===== src/rtl/uart_pkg.sv =====
// Shared UART constants and transmitter state encoding, common to the TX and RX blocks.
package uart_pkg;

    localparam int UART_CLKS_PER_BIT = 217;
    localparam int UART_SAMPLE_POINT = 108;

    localparam logic [1:0] ST_IDLE  = 2'd0;
    localparam logic [1:0] ST_START = 2'd1;
    localparam logic [1:0] ST_DATA  = 2'd2;
    localparam logic [1:0] ST_STOP  = 2'd3;

endpackage


===== src/rtl/uart_tx_if.sv =====
// CPU-facing write/status bus of the UART transmitter plus its serial line.
interface uart_tx_if;

    logic        load;
    logic [15:0] in;
    logic        TX;
    logic [15:0] out;

    modport master (output load, output in, input TX, input out);
    modport slave  (input load, input in, output TX, output out);

endinterface


===== src/rtl/uart_baud_counter.sv =====
// Bit-period counter: tick marks the last cycle of each bit, restart holds it at zero.
// Latency: tick is combinational from the count flop; no backpressure.
module uart_baud_counter
    import uart_pkg::*;
#(
    parameter int CLKS_PER_BIT = UART_CLKS_PER_BIT
) (
    input  logic clk,
    input  logic clear,
    input  logic restart,
    output logic tick
);

    localparam logic [15:0] LAST = 16'(CLKS_PER_BIT - 1);

    logic [15:0] cnt;

    assign tick = (cnt == LAST);

    always_ff @(posedge clk) begin
        if (clear || restart || tick) begin
            cnt <= 16'd0;
        end else begin
            cnt <= cnt + 16'd1;
        end
    end

endmodule


===== src/rtl/uart_tx.sv =====
// 8N1 UART transmitter; TX goes low the cycle after an accepted load, frame is 10 bit periods.
// Loads while busy are dropped (out[15] is the busy flag); TX and out are registered.
module uart_tx
    import uart_pkg::*;
#(
    parameter int CLKS_PER_BIT = UART_CLKS_PER_BIT
) (
    input  logic     clk,
    input  logic     clear,
    uart_tx_if.slave bus
);

    logic [1:0]  state;
    logic [7:0]  shift;
    logic [3:0]  bit_idx;
    logic        tx_q;
    logic [15:0] out_q;
    logic        tick;
    logic        baud_restart;
    logic        unused_in_hi;

    assign unused_in_hi = ^bus.in[15:8];

    // Holding the counter at zero through IDLE makes every START begin on a fresh count;
    // all other state entries happen on the wrap, where the counter is already returning to 0.
    assign baud_restart = (state == ST_IDLE);

    uart_baud_counter #(
        .CLKS_PER_BIT(CLKS_PER_BIT)
    ) u_baud (
        .clk     (clk),
        .clear   (clear),
        .restart (baud_restart),
        .tick    (tick)
    );

    always_ff @(posedge clk) begin
        if (clear) begin
            state   <= ST_IDLE;
            shift   <= 8'hFF;
            bit_idx <= 4'd0;
            tx_q    <= 1'b1;
            out_q   <= 16'h0000;
        end else begin
            case (state)
                ST_IDLE: begin
                    if (bus.load) begin
                        shift <= bus.in[7:0];
                        state <= ST_START;
                        tx_q  <= 1'b0;
                        out_q <= 16'h8000;
                    end
                end
                ST_START: begin
                    if (tick) begin
                        state   <= ST_DATA;
                        bit_idx <= 4'd0;
                        tx_q    <= shift[0];
                    end
                end
                ST_DATA: begin
                    if (tick) begin
                        shift   <= {1'b1, shift[7:1]};
                        bit_idx <= bit_idx + 4'd1;
                        if (bit_idx == 4'd7) begin
                            state <= ST_STOP;
                            tx_q  <= 1'b1;
                        end else begin
                            // shift[1] is the bit that lands in shift[0] at this edge
                            tx_q <= shift[1];
                        end
                    end
                end
                ST_STOP: begin
                    if (tick) begin
                        state <= ST_IDLE;
                        out_q <= 16'h0000;
                    end
                end
                default: begin
                    state <= ST_IDLE;
                    tx_q  <= 1'b1;
                    out_q <= 16'h0000;
                end
            endcase
        end
    end

    assign bus.TX  = tx_q;
    assign bus.out = out_q;

endmodule


===== src/flat_wrapper.sv =====
// flat-port wrapper written by rule: the top's interface ports become plain ports
module uart_tx_flat import uart_pkg::*;
#(
    parameter int CLKS_PER_BIT = UART_CLKS_PER_BIT
)
  (clk, clear, bus_load, bus_in, bus_TX, bus_out);
  uart_tx_if bus_i ();
  input  logic clk;
  input  logic clear;
  input wire logic [$bits(bus_i.load)-1:0] bus_load;
  input wire logic [$bits(bus_i.in)-1:0] bus_in;
  output wire logic [$bits(bus_i.TX)-1:0] bus_TX;
  output wire logic [$bits(bus_i.out)-1:0] bus_out;
  assign bus_i.load = bus_load;
  assign bus_i.in = bus_in;
  assign bus_TX = bus_i.TX;
  assign bus_out = bus_i.out;
  uart_tx #(.CLKS_PER_BIT(CLKS_PER_BIT)) u_core (.clk(clk), .clear(clear), .bus(bus_i));
endmodule

===== config.mk =====
export PLATFORM = sky130hd
export DESIGN_NAME = uart_tx_flat
export DESIGN_NICKNAME = d
export VERILOG_FILES = /design/src/rtl/uart_pkg.sv /design/src/rtl/uart_tx_if.sv /design/src/rtl/uart_baud_counter.sv /design/src/rtl/uart_tx.sv /design/src/flat_wrapper.sv
export SDC_FILE = /design/constraint.sdc
export NUM_CORES = 1
export LEC_CHECK = 0
export ABC_AREA = 1
export BUFFER_PORTS_ARGS = -buffer_cell sky130_fd_sc_hd__buf_2
export CORE_ASPECT_RATIO = 0.8
export CORE_MARGIN = 10
export CORE_UTILIZATION = 59
export CTS_CLUSTER_SIZE = 16
export DETAILED_ROUTE_END_ITERATION = 8
export PLACE_DENSITY = 0.8
export SYNTH_ARGS = -nofsm -noshare
export SYNTH_HDL_FRONTEND = slang
export SYNTH_SLANG_ARGS = --single-unit

===== constraint.sdc =====
create_clock -name clk -period 3.1 [get_ports clk]
set_clock_uncertainty 0.15 [all_clocks]
set_input_delay 0.62 -clock clk [delete_from_list [all_inputs] [get_ports clk]]
set_output_delay 0.62 -clock clk [all_outputs]
set_load 0.01 [all_outputs]

# Yosys cells after proc, flatten, opt, wreduce, memory -nomap -nowiden
# Cells that the tools add are included.
# op_classes
reduce_logical	12
eq_ne	10
mux	20
addsub	2
# ops
operator	n
$mux 16	2
$pmux 16 s2	1
$add 16x1->16 const B	1
$eq 16x8->1 const B	1
$mux 8	2
$pmux 8 s2	1
$mux 2	5
$reduce_and 3->1	3
$mux 4	2
$ne 2x2->1 const B	4
$pmux 2 s4	1
$pmux 4 s2	1
$reduce_bool 2->1	3
$reduce_and 5->1	1
$add 4x1->4 const B	1
$eq 2x2->1 const B	2
$eq 4x3->1 const B	1
$mux 1	4
$reduce_and 4->1	1
$pmux 1 s3	1
$reduce_bool 3->1	1
$eq 2x1->1 const B	1
$logic_not 2->1	1
$logic_or 1x1->1	2
$ne 2x1->1 const B	1
# totals
input_bits	19
regBits	47
output_inout_bits	17

# Depth between registers and ports, before layout
# Gate-level depths: netlist of run 1.
# logic_depth
depth_word	4
mapped_depth	10
mapped_depth_nobuf	10

# By module
# A second synthesis of run 1 with hierarchy kept.
# unflattened
hier_cells	269
hier_area_um2	1836.8
# modules_own_cells
mod	area_each_um2	cells_each	instances
uart_tx	994.7	145	1
uart_baud_counter	842.1	124	1

# Worst setup path after synthesis of run 1
# Ideal clock, no wire load.
# synth_timing
kind	register -> register
startpoint	register u_core.state[0]
endpoint	register u_core.tx_q, in the netlist u_core.bus.TX
setup_ps	119
arrival_ps	1357
path_buffers	0
setup_slack_ps	1474
stages_incl_launch_ff	8
period_less_slack_ps	1626
cell_sequence	dfxtp_1 > inv_1 > ha_1 > or2_2 > nand2_8 > nand2_1 > a21oi_1 > o21ai_1
# synth_via
elab_chain_cells	3
word_cells_on_any_way	9
# synth_rtl
item	line	source
from (decl)	uart_tx.sv:13	logic [1:0] state;
from (signal assigned)	uart_tx.sv:39	state <= ST_IDLE;
from (signal assigned)	uart_tx.sv:49	state <= ST_START;
from (signal assigned)	uart_tx.sv:56	state <= ST_DATA;
$eq 2x2->1 (tied with other cells)	uart_tx.sv:45	case (state)
$ne 2x2->1 (no source line) / $reduce_bool 3->1 (equally long branches)	-	
$reduce_and 4->1 (no source line)	-	
to (signal assigned)	uart_tx.sv:58	tx_q <= shift[0];
to (signal assigned)	uart_tx.sv:70	tx_q <= shift[1];
to (decl)	uart_tx.sv:16	logic tx_q;
# Several ways; a longest one is shown, not always the timed one.
# A chain may end at the register's enable or synchronous reset.

# Worst setup path after layout of run 1
# layout_timing
startpoint	register u_core.state[0]
endpoint	register u_core.shift[7]
# layout_via
elab_chain_cells	3
word_cells_on_any_way	7
# layout_rtl
item	line	source
$eq 2x2->1 / $logic_not 2->1 (equally long branches)	uart_tx.sv:45	
$ne 2x2->1 (no source line) / $reduce_bool 2->1 (equally long branches)	-	
$reduce_and 3->1 (no source line)	-	
to (signal assigned)	uart_tx.sv:48	shift <= bus.in[7:0];
to (signal assigned)	uart_tx.sv:63	shift <= {1'b1, shift[7:1]};
to (decl)	uart_tx.sv:14	logic [7:0] shift;
# Several ways; a longest one is shown, not always the timed one.

==> run summary, run 1 <==
The run finished with clean final reports. At the worst endpoint, the required time is 3.11 ns. TritonCTS built the clock tree.

In the final layout, flip-flops and latches occupy 641 um^2. In the final routed layout, each cell accounts on average for roughly 11 um. The initial DRC count came out at 101. The worst setup path is launched from a flip-flop. Clock-pin slew was measured on the worst setup and hold paths at 0.07 ns. The quantity of gates resized following cts came out at 0. The number of optimization iterations in the first detailed-route pass came out at 4. The share of cells above drive strength 1 is 0.177. The placed standard-cell area came out at approximately 1900 um^2. For the final routed database, the setup TNS stands at 0 ns. Of the total synthesized cell area, the portion taken by AND, OR, NAND and NOR gates is 0.402. The share of Yosys cell area claimed by the top area cell type is 0.341. The number of distinct library cells after synthesis is 35. Clock latency on the worst-skew pair, taken at its later pin, is roughly 0.29 ns. The adder-cell share of the synthesized area came out at 0.0466. The overall die height came out at 70.5 um. The synthesized instance count came out at 256. The share of the core filled with cells in the final layout came out at 0.665. The multi-input combinational cells in the finished layout cover a total of about 1100 um^2. The number of fill cells in the layout came out at approximately 280. In the global route stage, overall resource usage came out at 0.129.

The cell area after synthesis came out at between 1500 and 2000 um^2. The flip-flop cell with the highest count after synthesis is dfxtp_1. The parity-gate share of the synthesized area counting xor and xnor cells is 0.0280. In this run the worst hold path is classified as flip-flop to flip-flop. The deepest level of the CTS H-tree is 2.

The max-slew violation count is 0. In this run the mean area of a mapped cell was approximately 7.3 um^2. In the post-synthesis netlist, the biggest area contributors are dfxtp_1, nand2_1, buf_4. The tree is rooted in a clkbuf_8. The share of the clock period used by the worst path came out at 0.663. The worst hold path begins at u_core.shift[6]. The finished cells cover 2040 um^2.

Buffers added to address setup during post-CTS repair amount to 0. The number of antenna violations at the first check in global routing came out at 0. The reg2reg setup slack came out at around 1.0 ns. The hold buffer count at CTS is 0. 36 I/O pins were placed. The time the worst path needs with I/O delays and setup is ~2.1 ns. The share of the synthesized area in compound gates (AO/OA/AOI/OAI) came out at 0.0619. The number of instances on the worst hold path is 2.

Setup repair after global routing left no endpoint under its margin. The worst setup path is of the flip-flop to flip-flop kind. The initial core utilization came out at 0.614. The share of the Yosys chip area taken by registers is 0.341. The overall routed net length is 3560 um. The power density of the placed cells is 873 nW/um^2. The count of nets left with antenna violations once routing finished came out at 0. IR analysis of the VDD net gives a maximum drop of 0.632 mV. The weighted congestion reported at the end of routability-driven placement came out at about 0.8. Setup violations remaining at the end of the flow were counted as 0. The fraction of synthesized area in multiplexers is 0. The launch instance of the worst register-to-register path is u_core.state[0]. In this run the tightest slew margin relative to its limit is 0.629. The number of inserted diodes came out at 0. The first-pass GRT wire length came out at ~6500 um. Leaving out filler cells and counting taps, the final layout contains between 300 and 400. The overall overflow remaining after global route came out at 0. The number of remaining DRC errors is 0. Once placement completed, the tool counted placed cells totaling between 300 and 400. Input and output buffers added on the ports amount to 12. The maximum net fanout on the critical path is 14. The full die area came out at 5860 um^2. The vias after detailed routing is between 1500 and 2000. The number of cells on the worst reg-to-reg path is 7. The average vias per placed instance is just under 5. The net count reported at finish is slightly below 300.

The half-perimeter wire length of the detailed placement result came out at around 2700 um. STA puts the critical path data arrival time at 2.06 ns. The total count of hold-check failures in the final report is 0. The number of clock buffers inserted by TritonCTS is 5. The endpoint identified for the worst register-to-register timing path is u_core.shift[7]. The worst hold path terminates at u_core.shift[6]. Counting flops and latches in the post-synthesis netlist gives 32. The most common cell in the synthesized netlist is nand2_1. The standby leakage power came out at between 0.9 and 1 nW.

The area growth from synthesis to layout is 8.32%. The width of the die came out at slightly above 80 um. The share of synthesized flip-flops with an asynchronous set or reset came out at 0. The total clock sinks is 32. The maximum number of pins on one net before global-route repair came out at 17. The capturing element type of the critical path is a flip-flop.

The number of core rows came out at 18. The maximum buffer depth of the clock tree came out at 2. The Yosys warning count is 0. The actual slew at the worst max-slew pin is between 0.5 and 0.6 ns. The core region is 3060 um^2. The commonest cells after synthesis are nand2_1, dfxtp_1, nor2_1, nand3_1, inv_1.

The number of enable flip-flop cells after synthesis is 0. The via count of the first global-routing pass came to 1515. The library cell occupying the most area in the post-synthesis netlist is dfxtp_1. After synthesis, the largest family of logic cells by area is simple AND/OR/NAND/NOR gates. The max-capacitance violation count is 0. The achievable clock frequency came out at between 0.4 and 0.5 GHz.
==> layer usage <==
metal | routed length, um | vias to the layer above | track usage
li1 | - | 815 | -
met5 | 0 | - | 0
met1 | 1850 | 675 | 0.161
met3 | 208 | 5 | 0.0533
met4 | 35 | 0 | 0.0340
met2 | 1470 | 34 | 0.199
==> cells by family (layout without fill, tap and decap cells) <==
kind of cell,after synthesis,in the layout
other,1,15
buffers and inverters,43,44
and+or+nand+nor,146,146
xor gates and xnor gates,6,6
AOI/OAI and AO/OA,21,21
adders and majority gates,7,7
DFF,32,32
==> worst max-delay path, stage by stage (launching register included) <==
cell and delay [ns]:
dfxtp_1 0.33, inv_1 0.11, ha_1 0.52, nor2_1 0.13, nor2_2 0.37, nand2_4 0.15, nand2_1 0.10, o211ai_2 0.07
==> placed cells by master, fill, tap and decap left out, types with 3 or more instances in the layout <==
cell type,n
dfxtp_1,32
xor2_1,4
inv_1,19
buf_2,12
nand3_1,23
nor3_1,3
nand2_1,59
ha_1,7
clkbuf_8,7
nor2_1,28
conb_1,15
inv_2,4
nor3b_1,3
o21ai_1,4
nor2_2,4
nand2_4,3
a21oi_1,13
nand2_2,4
nand4_1,5
==> through the flow <==
stage	hold slack, ns	power [mW]	setup WS (ns)
3_5_place_dp	0.292	1.34	1.04
5_1_grt	0.337	1.94	0.809
2_1_floorplan	0.279	1.21	1.47
3_3_place_gp	0.291	1.32	1.07
4_1_cts	0.310	1.78	1.03
6_report	0.309	1.78	1.05
==> worst max-delay path by stage <==
stage	startpoint	depth (start not counted)	end	slack, ns
CTS	u_core.state[0]	7	u_core.shift[7]	1.03
floorplan	u_core.state[0]	7	u_core.bus.TX	1.47
finish	u_core.state[0]	7	u_core.shift[7]	1.05
global route	u_core.state[0]	7	u_core.shift[7]	0.81
global placement	u_core.state[0]	7	u_core.shift[7]	1.07
detailed placement	u_core.state[0]	7	u_core.shift[7]	1.04
==> report_power, final <==
group          switching (mW)  leakage [nW]  internal [mW]
Clock                   0.164        0.0645          0.284
Combinational           0.505         0.592          0.267
Sequential             0.0526         0.262          0.505
Total                   0.721         0.918           1.06
==> final cells by class <==
class,count,area share
repair buffers,12,0.0295
flip-flops and latches,32,0.315
clock buffers,7,0.0473
multi-input cells,195,0.525
clock inverters,1,0.0148
well taps,40,0.0246
inverters,24,0.0443
==> state kept, by name, indices dropped and copies added (netlist names) <==
signal	cells
u_core.bus.TX	1
u_core.bus.out	1
u_core.u_baud.cnt	16
u_core.shift	8
u_core.bit_idx	4
u_core.state	2
No activity file was read; power rests on OpenSTA's default activity.
==> run 2: changes to the inputs <==
CORE_UTILIZATION = 55   (was 59)
PLACE_DENSITY = 0.75   (was 0.8)
clock period = 1.9 ns   (was 3.1 ns; I/O delays follow)
==> run 2 against run 1 <==
Non-clock buffer count grew 3; final cell count grew 0.96%; sequential cell count is the same; first-iteration DRC count grew 4.0%; critical endpoint is now u_core.bus.TX; largest power group unchanged.
==> run summary, run 2 (synthesis results as in run 1) <==
The final worst-path setup slack is 0.143 ns (-0.902 ns). The share of the clock period used by the worst path was 0.925 (+0.262). The flip-flop count of the largest register after layout came out at 16 (unchanged). The average wire length per cell after detail routing came to 11.1 um (-3.3%). The vias after detailed routing was 1529 (unchanged).

The global-route total usage across every layer came out at 0.121 (-0.00759). The worst hold path terminates at u_core.bit_idx[2]. The width of the die came out at 85.4 um (+2.7%). The detailed-routed wire length on met3 was 242 um (+16%). The number of antenna-violating nets in the routed design is 0 (unchanged). The number of inserted diodes came out at 0 (unchanged). The time the worst path needs with I/O delays and setup came out at 1.76 ns (-0.298 ns). The element type at the critical path start is a flip-flop. Leaving out fill and tap cells, the most frequent cell in the layout is nand2_1. The full die area came out at 6170 um^2 (+5.3%). The area taken by multi-input logic gates is 1080 um^2 (+0.70%). The setup fix buffers added after clock tree synthesis came out at 0 (unchanged).

The length of routed wiring on met1 came out at 1830 um (-0.76%). The largest registers in the layout are u_core.u_baud.cnt (16), u_core.shift (8), u_core.bit_idx (4). The number of optimization iterations in the first detailed-route pass is 4 (unchanged).

The overall overflow remaining after global route is 0 (unchanged). The reg2reg setup slack is 0.14 ns (-0.90 ns). The power density of the placed cells came out at 1410 nW/um^2 (+61%). The quantity of I/O buffers inserted on ports is 12 (unchanged). The first-pass GRT wire length came to 6320 um (-2.8%). The sum of negative setup slack came out at 0 ns (unchanged). The max-capacitance violation count came out at 0 (unchanged).

The number of clock buffers inserted by TritonCTS is 5 (unchanged). The maximum buffer depth of the clock tree was 2 (unchanged). The share of cells above drive strength 1 was 0.186 (+0.00901). The initial DRC count was 105 (+4.0%).

The initial core utilization was 0.592 (-0.0218). The total clock sinks is 32 (unchanged). The arrival time of the worst setup path came to 1.77 ns (-0.29 ns). In this run the critical register-to-register path is captured at u_core.bus.TX.

The average vias per placed instance is 4.87 (-0.96%). The worst setup path is captured at a flip-flop. The routed wire length on met2 is 1390 um (-5.9%).

The standby leakage power came out at 0.925 nW (+0.75%). The total count of hold-check failures in the final report came to 0 (unchanged). The maximum resistive drop on vdd came to 1.05 mV (+65%). The count of final setup violators is 0 (unchanged). The overall die height came out at 72.3 um (+2.6%). The launch instance of the worst min-delay path is clear.

The top cell types in the final layout, fill and taps aside, are nand2_1, dfxtp_1, nor2_1. The maximum number of pins on one net before global-route repair came out at 17 (unchanged). TritonCTS built the clock tree. The number of cells on the worst reg-to-reg path is 7 (unchanged). The root buffer cell chosen for the clock tree is clkbuf_8. The count of boundary I/O pins came out at 36 (unchanged). Setup repair after global routing left no endpoint under its margin. The flow ran to the end, and the final reports show no timing, DRC or antenna violations. The core footprint came out at 3180 um^2 (+3.7%). The max-slew violation count came out at 0 (unchanged). The number of instances on the worst hold path came out at 2 (unchanged). The min-delay analysis places its worst path in the category primary input to flip-flop. The via count of the first global-routing pass is 1452 (-4.2%). The half-perimeter wire length of the detailed placement result is 2590 um (-2.7%). The number of fill cells in the layout was 291 (+5.1%). The worst setup slack after placement came out at 0.187 ns (-0.853 ns). The net count reported at finish came out at 299 (+1.0%). The achievable clock frequency is 0.569 GHz (+17%). The number of remaining DRC errors is 0 (unchanged). The worst hold margin is 0.176 ns (-0.133 ns). The overall routed net length is 3480 um (-2.3%). The relative area change from synthesis to final layout is 8.92%. The critical path class is flip-flop to flip-flop. The combined flip-flop and latch cell area came out at 641 um^2 (unchanged). The maximum net fanout on the critical path is 9 (-5). The deepest level of the CTS H-tree came out at 2 (unchanged). The data required time of the worst path came to 1.92 ns (-1.19 ns).

The launch instance of the worst register-to-register path is u_core.state[0]. The clock slew at the register clock pins of the worst setup and hold paths is 0.07 ns (about the same). The weighted congestion reported at the end of routability-driven placement came to 0.841 (+5.0%). The number of core rows came out at 18 (unchanged).

The clock latency reported for the late side of the worst-skew pair is 0.28 ns (about the same). The number of antenna violations at the first check in global routing came out at 0 (unchanged). Signal routing reaches up to met4. More flip-flops sit in one register than any other, and that register is u_core.u_baud.cnt.
run 2: cell types whose count changed in the layout (fill, tap and decap cells not counted), sizes merged:
cell and delta:
buf +3, clkbuf -1, clkinv +1
run 2: where the power goes:
group          internal (mW)  leakage (nW)  switching (mW)
Clock                  0.389        0.0552           0.251
Combinational          0.479         0.608           0.845
Sequential             0.823         0.262          0.0894
Total                   1.69         0.925            1.18
run 2: worst max-delay path, stage by stage, from the launching register on:
cell     delay [ns]
dfxtp_1        0.37
inv_1          0.10
ha_1           0.27
or2_2          0.37
nand2_8        0.12
nand2_1        0.07
a21oi_1        0.12
o21ai_1        0.07
run 2: final cells by class:
class,count,area share
well taps,40,0.0244
inverters,24,0.0440
multi-input cells,195,0.526
flip-flops and latches,32,0.313
repair buffers,15,0.0403
clock inverters,2,0.0171
clock buffers,6,0.0355
run 2: how the worst max path moves through the flow:
| stage | startpoint | to | slack, ns | cells after the start |
|---|---|---|---|---|
| global route | u_core.state[0] | u_core.bit_idx[0] | 0.01 | 7 |
| detailed placement | u_core.state[1] | u_core.shift[7] | 0.19 | 8 |
| floorplan | u_core.state[0] | u_core.bus.TX | 0.27 | 7 |
| global placement | u_core.state[0] | u_core.shift[7] | 0.22 | 8 |
| finish | u_core.state[0] | u_core.bus.TX | 0.14 | 7 |
| CTS | u_core.state[0] | u_core.shift[7] | 0.15 | 8 |
run 2: per-layer routing:
| metal | vias to the layer above | global-route usage |
|---|---|---|
| li1 | 815 | - |
| met1 | 673 | 0.157 |
| met2 | 39 | 0.178 |
| met3 | 2 | 0.0547 |
| met4 | 0 | 0.0328 |
| met5 | - | 0 |
run 2: through the flow:
step | utilization | total power, mW | cells | cell area, um^2
after floorplan | - | 1.97 | 270 | 1930
after global placement | 0.608 | 2.20 | 306 | 1930
after detailed placement | 0.608 | 2.21 | 306 | 1930
after CTS | 0.642 | 2.86 | 314 | 2040
after global routing | 0.645 | 3.17 | 314 | 2050
final | 0.645 | 2.88 | 314 | 2050
run 2: what timing repair did:
item	CTS	global route
setup endpoints to repair	0	6
hold buffers	0	0
gates resized for setup	0	2
